$ cat config.mk
export PLATFORM = sky130hd
export DESIGN_NAME = ifetch_queue_flat
export DESIGN_NICKNAME = d
export VERILOG_FILES = /design/src/rtl/ifetch_queue_if.sv /design/src/rtl/ifetch_queue.sv /design/src/flat_wrapper.sv
export SDC_FILE = /design/constraint.sdc
export NUM_CORES = 1
export LEC_CHECK = 0
export CAP_MARGIN = 20
export CORE_MARGIN = 3
export CORE_UTILIZATION = 45
export DETAILED_ROUTE_END_ITERATION = 16
export PLACE_DENSITY = 0.72
export SETUP_SLACK_MARGIN = 0.1
export SYNTH_ARGS = -nofsm -noshare
export SYNTH_HDL_FRONTEND = slang
export SYNTH_SLANG_ARGS = --single-unit
export TNS_END_PERCENT = 1
$ cat constraint.sdc
create_clock -name clk -period 3.8 [get_ports clk]
set_input_delay 0.38 -clock clk [delete_from_list [all_inputs] [get_ports clk]]
set_output_delay 0.38 -clock clk [all_outputs]
set_load 0.01 [all_outputs]
$ cat src/rtl/ifetch_queue_if.sv
// Fetch-queue bus: PC sequencer in, imem request/response, decode out.
interface ifetch_queue_if;
    logic [31:0] pc_in;
    logic        pc_valid;
    logic        pc_ready;
    logic        redirect;
    logic        imem_req_valid;
    logic [31:0] imem_req_addr;
    logic        imem_req_ready;
    logic        imem_resp_valid;
    logic [31:0] imem_resp_data;
    logic        inst_valid;
    logic [31:0] inst_data;
    logic [31:0] inst_pc;
    logic        inst_ready;

    modport master (
        output pc_in, pc_valid, redirect,
        output imem_req_ready, imem_resp_valid, imem_resp_data,
        output inst_ready,
        input  pc_ready, imem_req_valid, imem_req_addr,
        input  inst_valid, inst_data, inst_pc
    );

    modport slave (
        input  pc_in, pc_valid, redirect,
        input  imem_req_ready, imem_resp_valid, imem_resp_data,
        input  inst_ready,
        output pc_ready, imem_req_valid, imem_req_addr,
        output inst_valid, inst_data, inst_pc
    );
endinterface

$ cat src/rtl/ifetch_queue.sv
// Instruction fetch queue: issues imem reads, buffers in-order
// responses, hands {pc, inst} to decode; redirect flushes.
module ifetch_queue #(
    parameter int DEPTH = 4
) (
    input  logic clk,
    input  logic reset,
    ifetch_queue_if.slave bus
);
    localparam int AW = $clog2(DEPTH);
    localparam logic [AW+1:0] CAP = (AW+2)'(DEPTH);

    typedef logic [AW:0] ptr_t;

    ptr_t alloc;
    ptr_t fill;
    ptr_t head;
    ptr_t drop_cnt;

    logic [31:0]      pc_q   [DEPTH];
    logic [31:0]      data_q [DEPTH];
    logic [DEPTH-1:0] filled;

    ptr_t          occ;
    ptr_t          infl;
    logic [AW+1:0] used;
    logic [AW-1:0] a_idx;
    logic [AW-1:0] f_idx;
    logic [AW-1:0] h_idx;
    logic          issue;
    logic          deliver;
    logic          resp_fill;
    logic          resp_drop;

    assign occ   = alloc - head;
    assign infl  = alloc - fill;
    assign used  = {1'b0, occ} + {1'b0, drop_cnt};
    assign a_idx = alloc[AW-1:0];
    assign f_idx = fill[AW-1:0];
    assign h_idx = head[AW-1:0];

    // Stale in-flight responses still hold queue credit until dropped.
    assign bus.imem_req_valid = bus.pc_valid & ~bus.redirect
                              & ~reset & (used < CAP);
    assign bus.imem_req_addr  = bus.pc_in;
    assign bus.pc_ready       = bus.imem_req_valid & bus.imem_req_ready;

    assign bus.inst_valid = (occ != '0) & filled[h_idx]
                          & ~bus.redirect & ~reset;
    assign bus.inst_pc    = pc_q[h_idx];
    assign bus.inst_data  = data_q[h_idx];

    assign issue     = bus.pc_ready;
    assign deliver   = bus.inst_valid & bus.inst_ready;
    assign resp_drop = bus.imem_resp_valid & (drop_cnt != '0);
    assign resp_fill = bus.imem_resp_valid & (drop_cnt == '0);

    always_ff @(posedge clk or posedge reset) begin
        if (reset) begin
            alloc    <= '0;
            fill     <= '0;
            head     <= '0;
            drop_cnt <= '0;
            filled   <= '0;
        end else if (bus.redirect) begin
            fill     <= alloc;
            head     <= alloc;
            drop_cnt <= drop_cnt + infl - ptr_t'(bus.imem_resp_valid);
        end else begin
            if (issue) begin
                alloc         <= alloc + ptr_t'(1);
                filled[a_idx] <= 1'b0;
            end
            if (resp_fill) begin
                fill          <= fill + ptr_t'(1);
                filled[f_idx] <= 1'b1;
            end
            if (resp_drop)
                drop_cnt <= drop_cnt - ptr_t'(1);
            if (deliver)
                head <= head + ptr_t'(1);
        end
    end

    always_ff @(posedge clk) begin
        if (issue)
            pc_q[a_idx] <= bus.pc_in;
        if (resp_fill && !bus.redirect)
            data_q[f_idx] <= bus.imem_resp_data;
    end
endmodule

$ cat src/flat_wrapper.sv
// flat-port wrapper written by rule: the top's interface ports become plain ports
module ifetch_queue_flat 
#(
    parameter int DEPTH = 4
)
  (clk, reset, bus_pc_in, bus_pc_valid, bus_redirect, bus_imem_req_ready, bus_imem_resp_valid, bus_imem_resp_data, bus_inst_ready, bus_pc_ready, bus_imem_req_valid, bus_imem_req_addr, bus_inst_valid, bus_inst_data, bus_inst_pc);
  ifetch_queue_if bus_i ();
  input  logic clk;
  input  logic reset;
  input wire logic [$bits(bus_i.pc_in)-1:0] bus_pc_in;
  input wire logic [$bits(bus_i.pc_valid)-1:0] bus_pc_valid;
  input wire logic [$bits(bus_i.redirect)-1:0] bus_redirect;
  input wire logic [$bits(bus_i.imem_req_ready)-1:0] bus_imem_req_ready;
  input wire logic [$bits(bus_i.imem_resp_valid)-1:0] bus_imem_resp_valid;
  input wire logic [$bits(bus_i.imem_resp_data)-1:0] bus_imem_resp_data;
  input wire logic [$bits(bus_i.inst_ready)-1:0] bus_inst_ready;
  output wire logic [$bits(bus_i.pc_ready)-1:0] bus_pc_ready;
  output wire logic [$bits(bus_i.imem_req_valid)-1:0] bus_imem_req_valid;
  output wire logic [$bits(bus_i.imem_req_addr)-1:0] bus_imem_req_addr;
  output wire logic [$bits(bus_i.inst_valid)-1:0] bus_inst_valid;
  output wire logic [$bits(bus_i.inst_data)-1:0] bus_inst_data;
  output wire logic [$bits(bus_i.inst_pc)-1:0] bus_inst_pc;
  assign bus_i.pc_in = bus_pc_in;
  assign bus_i.pc_valid = bus_pc_valid;
  assign bus_i.redirect = bus_redirect;
  assign bus_i.imem_req_ready = bus_imem_req_ready;
  assign bus_i.imem_resp_valid = bus_imem_resp_valid;
  assign bus_i.imem_resp_data = bus_imem_resp_data;
  assign bus_i.inst_ready = bus_inst_ready;
  assign bus_pc_ready = bus_i.pc_ready;
  assign bus_imem_req_valid = bus_i.imem_req_valid;
  assign bus_imem_req_addr = bus_i.imem_req_addr;
  assign bus_inst_valid = bus_i.inst_valid;
  assign bus_inst_data = bus_i.inst_data;
  assign bus_inst_pc = bus_i.inst_pc;
  ifetch_queue #(.DEPTH(DEPTH)) u_core (.clk(clk), .reset(reset), .bus(bus_i));
endmodule
==> impl_results.md <==
* Switching power total at about 2.3 mW
* Post-synthesis sequential area ratio at 0.761
* Worst hold-check slack at 0.303 ns
* Router iterations before antenna repair at 4
* Count of mapped cells out of synthesis at 483
* Final antenna diode count at 0
* Fin worst setup slack at ~0.19 ns
* Most common cell after layout, fill and taps aside: edfxtp_1
* Share of power burned in the clock network at 0.306
* Core ar. at between 20000 and 25000 sq um
* Proportion of synthesized flip-flops having asynchronous set or reset at 0.0588
* Number of max-capacitance violations reported at 0
* Yosys warns at 0
* CTS Sinks at 272
* Top library cells by usage in the layout, fill and taps aside: edfxtp_1, clkdlybuf4s50_1, mux4_2
* Number of global-route vias before repair at 5506
* Overall Power at 8.72 mW
* Routed wirelength normalized by instance count at 20.5 um
* Leftover overflow at the end of global routing at 0
* Final net count at 736
* Remaining max-slew budget at the tightest pin at 0.329
* Critical path peak fanout at 4
* Global-route wire length before repair at between 30 and 40 mm
* Synth-to-Final Area Change at 26.9%
* Minimum setup slack among reg-to-reg paths at approximately 0.53 ns
* Die area at 25500 sq um
* Maximum buffer depth of the clock tree at 3
* Leak pwr at approximately 4.5 nW
* RSZ-0062 raised after global routing: true
* Layout cell share with drive strength beyond 1 at 0.204
* Worst EP required at 3.42 ns
* Synth Area per Inst at 22.0 sq um
* Count of pins over their slew limit at 0
* Worst supply voltage drop on vdd at 0.372 mV
* Floorplan die height at 160 um
* Register share of total power at 0.408
* Largest net degree at the start of global routing at 67
* Type of the worst setup path: reg2out
* Placement Rows at 55
* Crit share post-route at 0.949
* Die Width at 160 um
* Final count of negative-setup-slack endpoints at 0
* Number of hold buffers added after CTS at 0
* Number of antenna violations at the first check in global routing at 0
* Pint at about 6.4 mW
* Total number of H-tree levels at 1
* Result of the run: finished, final reports clean
* Total negative setup slack at 0 ns
* Instance area after placement at around 13000 sq um
* Fmax at between 200 and 300 MHz
* Cts bufs inserted at 28
* Net switching fraction of the power at 0.267
* Startpoint type of the worst setup path: register
* Final wirelength at 20.1 mm
* Top-level I/O count at between 150 and 200
* Vias per Instance at between 5 and 6
* Port Buffers at between 150 and 200
* Effective utilization at floorplan at 0.464
* Total of flip-flops plus latches after synthesis at between 200 and 300
* Post-DRT Antenna Nets at 0
* CTS tree: built
* Slew at the pin closest to its max-slew limit at 1.01 ns
* Routability cong. at between 0.7 and 0.8
* Worst min-delay path category: in2async
* Cell variety after synth at 31
* Pre-CTS setup slack at ~0.23 ns
* Clk Tree Root Cell: clkbuf_16
* Post-synth EDFFs at ~260
* Worst skew pair latency at 0.53 ns
* Net count after synthesis at approximately 570
* Final HPWL from detailed placement at 12.3 mm
* Netlist area before placement at 10600 sq um
* Endpoint type of the worst setup path: output pin
* Via count of the routed design at between 5k and 6k
* Total power per unit cell area at around 650 nW/um^2
* Post-route standard cell area excluding fillers at ~13000 sq um
* Minimum clock period at between 3 and 4 ns
* Source of the worst register-to-register timing path: u_core.alloc[0]$_DFFE_PP0P_
* Reg2Reg Depth at 14
* Number of DRC violations after detailed routing at 0
* Critical path arrival at approximately 3.2 ns
* Max Clock Skew at slightly above 0.007 ns
* Final count of hold timing violations at 0
* Clock transition at the registers of the reported paths at ~0.06 ns
* DRC violation total after the first TritonRoute iteration at 263
* Overall fraction of global-route tracks in use at 0.158
* Capturing point of the worst reg2reg path: u_core.pc_q[3][18]$_DFFE_PP_
* CP startpoint: u_core.alloc[0]$_DFFE_PP0P_
* Dominant register cell in the synthesized netlist: edfxtp_1
* Power share of the combinational group at 0.285
## kinds of logic (layout without fill, tap and decap cells)
| group | Yosys count | count (layout) | synth area share |
|---|---|---|---|
| muxes | 68 | 68 | 0.141 |
| adders and majority gates | 20 | 20 | 0.0271 |
| buffers and inverters | 69 | 253 | 0.0366 |
| and+or+nand+nor | 25 | 25 | 0.0114 |
| DFF | 272 | 272 | 0.761 |
| xor gates and xnor gates | 10 | 10 | 0.00953 |
| AOI/OAI and AO/OA | 19 | 19 | 0.0139 |
## layout make-up
class                   count  area [sq um]
clock buffers              32           716
fillers                  1628          9420
repair buffers            180          1830
clock inverters            20           201
flip-flops and latches    272          8090
multi-input cells         142          2170
inverters                  21          93.8
well taps                 313           392
## routing by layer
layer,vias up,part of all wire,wire (um),global-route usage
met5,-,0,0,0
met4,0,0.019,389,0.0438
met3,27,0.057,1140,0.0298
met2,176,0.51,10200,0.268
met1,2634,0.42,8380,0.211
li1,2243,-,-,-
## through the flow
step,util,cells
after global placement,0.547,925
after floorplan,-,483
after detailed placement,0.547,925
after global routing,0.589,980
final,0.589,980
after CTS,0.588,979
## sequential cells by signal, summed over array words and instances (netlist names)
register,count
u_core.head,3
u_core.alloc,3
u_core.drop_cnt,3
u_core.data_q,128
u_core.filled,4
u_core.pc_q,128
u_core.fill,3
## worst max-delay path: stages (launching register included)
cell             delay, ns
dfrtp_1               0.42
inv_2                 0.08
ha_1                  0.14
inv_1                 0.05
fa_1                  0.37
xnor3_1               0.22
ha_1                  0.30
nor4b_2               0.29
o2111a_2              0.28
clkdlybuf4s50_1       0.54
## worst max path at each step
stage / endpoint / slack (ns) / depth (start not counted)
2_1_floorplan: u_core.pc_q[3][0]$_DFFE_PP_ / 0.21 / 11
5_1_grt: bus_pc_ready / 0.06 / 9
3_3_place_gp: u_core.pc_q[3][18]$_DFFE_PP_ / 0.36 / 12
6_report: bus_pc_ready / 0.19 / 9
4_1_cts: bus_pc_ready / 0.03 / 9
3_5_place_dp: u_core.pc_q[3][18]$_DFFE_PP_ / 0.23 / 12
## power by group through the flow
stage	Sequential (mW)	Clock (mW)	Combinational, mW
6_report	3.56	2.67	2.49
5_1_grt	3.58	2.86	2.71
4_1_cts	3.56	2.74	2.52
3_5_place_dp	3.62	0	2.48
3_3_place_gp	3.61	0	2.44
2_1_floorplan	3.59	0	1.49
## synth_stat cells (2+ instances only)
library cell	count	share of area
edfxtp_1	256	0.72
mux4_2	65	0.14
buf_4	32	0.023
inv_1	21	0.0074
dfrtp_1	16	0.038
ha_1	15	0.018
nand2_1	12	0.0042
buf_2	8	0.0038
clkbuf_1	8	0.0028
xnor2_1	8	0.0066
o21ai_0	6	0.0028
fa_1	5	0.0094
a21o_1	4	0.0028
and2_1	4	0.0024
nand3_1	3	0.0014
nor2_1	3	0.0011
mux2i_1	2	0.0019
o211ai_1	2	0.0014
## what timing repair did
action	4_1_cts	5_1_grt
gates resized for setup	4	1
pin swaps	2	3
gates cloned	0	0
buffers inserted	2	1
setup endpoints to repair	30	28
Power figures use the tool's default switching activity.
==> RTL change, RTL diff (same flow settings) <==
`DEPTH` is set to 4 in 2 places; all go to 2.
--- a/src/rtl/ifetch_queue.sv
+++ b/src/rtl/ifetch_queue.sv
@@ -1,7 +1,7 @@
 // Instruction fetch queue: issues imem reads, buffers in-order
 // responses, hands {pc, inst} to decode; redirect flushes.
 module ifetch_queue #(
-    parameter int DEPTH = 4
+    parameter int DEPTH = 2
 ) (
     input  logic clk,
     input  logic reset,
--- a/src/flat_wrapper.sv
+++ b/src/flat_wrapper.sv
@@ -1,7 +1,7 @@
 // flat-port wrapper written by rule: the top's interface ports become plain ports
 module ifetch_queue_flat 
 #(
-    parameter int DEPTH = 4
+    parameter int DEPTH = 2
 )
   (clk, reset, bus_pc_in, bus_pc_valid, bus_redirect, bus_imem_req_ready, bus_imem_resp_valid, bus_imem_resp_data, bus_inst_ready, bus_pc_ready, bus_imem_req_valid, bus_imem_req_addr, bus_inst_valid, bus_inst_data, bus_inst_pc);
   ifetch_queue_if bus_i ();
Check against the original RTL: not equivalent (Yosys sat finds a counterexample within 4 cycles, from zero or initial values and one cycle with reset high).
==> RTL change against the unedited design <==
- global-route usage increased by 1.1 points
- count of clock-buffer cells in the layout decreased by 10
- total power decreased by 43%
- hold slack improved by 0.19 ns
- die area decreased by 46%
- first-iteration DRC count decreased by 50%
- largest cell class unchanged
- wire length decreased by 44%
- utilization increased by 6.1 points
- sequential cell count decreased by 134
- critical endpoint unchanged
- design area decreased by 42%
- via count decreased by 39%
- non-clock buffer count decreased by 6
- setup slack improved by 0.37 ns
- synthesized area decreased by 47%
==> RTL change: results (changes against the unedited design) <==
* Gr ovfl total at 0 (unchanged)
* Detailed Place HPWL at 7.69 mm (-37%)
* Syn nets at 381 (-34%)
* Worst r2r src: u_core.alloc[0]$_DFFE_PP0P_
* DR WL/cell at 17.7 um (-13%)
* Largest regs: u_core.data_q: 64 flops, u_core.pc_q: 64 flops
* Critical path arrival at 2.86 ns (-0.37 ns)
* Nets at 534 (-27%)
* Proportion of layout cells with a drive suffix above 1 at 0.213 (+0.00887)
* GP Congestion at 0.823 (+9.3%)
* Crit Path Max Fanout at 5 (+1)
* Synthesized area per cell at 18.4 um2 (-16%)
* FF-to-FF path depth at 7 (-7)
* Post-place instance area at 7290 um2 (-42%)
* Post_cts resized at 0 (-4)
* Layout Skew at 0.00442 ns (-0.00265 ns)
* Lkg Pwr at 0.00271 uW (-40%)
* Max Root-Sink Buffers at 2 (-1)
* Vias in the first global route at 3382 (-39%)
* Asr flop ratio synth at 0.0725 (+0.0136)
* Clk Latency, worst-skew pair at 0.40 ns (-0.13 ns)
* CTS buffer count at 17 (-39%)
* Crit-path max cell delay at 0.60 ns (+0.06 ns)
* Largest cells by area after synthesis: edfxtp_1 (69%), mux2_2 (13%), dfrtp_1 (4.5%)
* Initial antenna violation count at 0 (unchanged)
* Post-synth EDFFs at 128 (-50%)
* Global-route usage over all layers at 0.169 (+0.0114)
* Hold Worst Slack at 0.492 ns (+0.189 ns)
* Dpl cells at 606 (-34%)
* First-pass GRT wire length at 18.1 mm (-43%)
* Commonest cells post-synth: edfxtp_1 (128), mux2_2 (64), buf_4 (32), dfrtp_1 (10), inv_1 (8)
* Rel. slew slack at 0.409 (+0.0803)
* Final Non-Filler Cells at 638 (-35%)
* Iter 0 DRT Violations at 132 (-50%)
* Setup bufs post-CTS at 0 (-2)
* Vias after detailed routing at 3120 (-39%)
* Critical path's slowest cell: fa_1
* CTS HTree Levels at 4 (+3)
* Largest net degree at the start of global routing at 68 (+1.5%)
* Psw at 1330 uW (-43%)
* Status: finished clean
RTL change: per-layer routing:
layer,wire [um],share of wire,track usage
met2,5830,0.51,0.295
met1,4600,0.41,0.190
met5,0,0,0
met3,591,0.052,0.0524
met4,301,0.027,0.0799
RTL change: cells by family (layout without fill, tap and decap cells):
logic type | Yosys count | after routing | share of synthesized area
mux | 64 | 64 | 0.129
buf+inv | 48 | 214 | 0.0548
fa+ha+maj | 6 | 6 | 0.0174
simple gates | 27 | 27 | 0.0300
xor+xnor | 9 | 9 | 0.0192
flops | 138 | 138 | 0.732
compound gates | 12 | 12 | 0.0179
RTL change: metrics by stage:
step,worst slack (ns),utilization
6_report,0.559,0.649
5_1_grt,0.431,0.649
4_1_cts,0.520,0.649
3_5_place_dp,0.979,0.604
3_3_place_gp,1.09,0.604
2_1_floorplan,0.241,-
RTL change: cell type report:
class / count / area [um2]
multi-input combinational: 118 / 1210
fill: 845 / 4230
clock buffer: 22 / 444
clock inverter: 10 / 101
tap: 168 / 210
timing repair buffer: 174 / 1740
inverter: 8 / 30.0
sequential: 138 / 4100
RTL change: power groups by stage:
stage	sequential, uW	combinational, uW	clock [uW]
2_1_floorplan	1890	942	0
3_3_place_gp	1900	1530	0
3_5_place_dp	1910	1570	0
4_1_cts	1880	1590	1550
5_1_grt	1890	1670	1630
6_report	1880	1570	1520
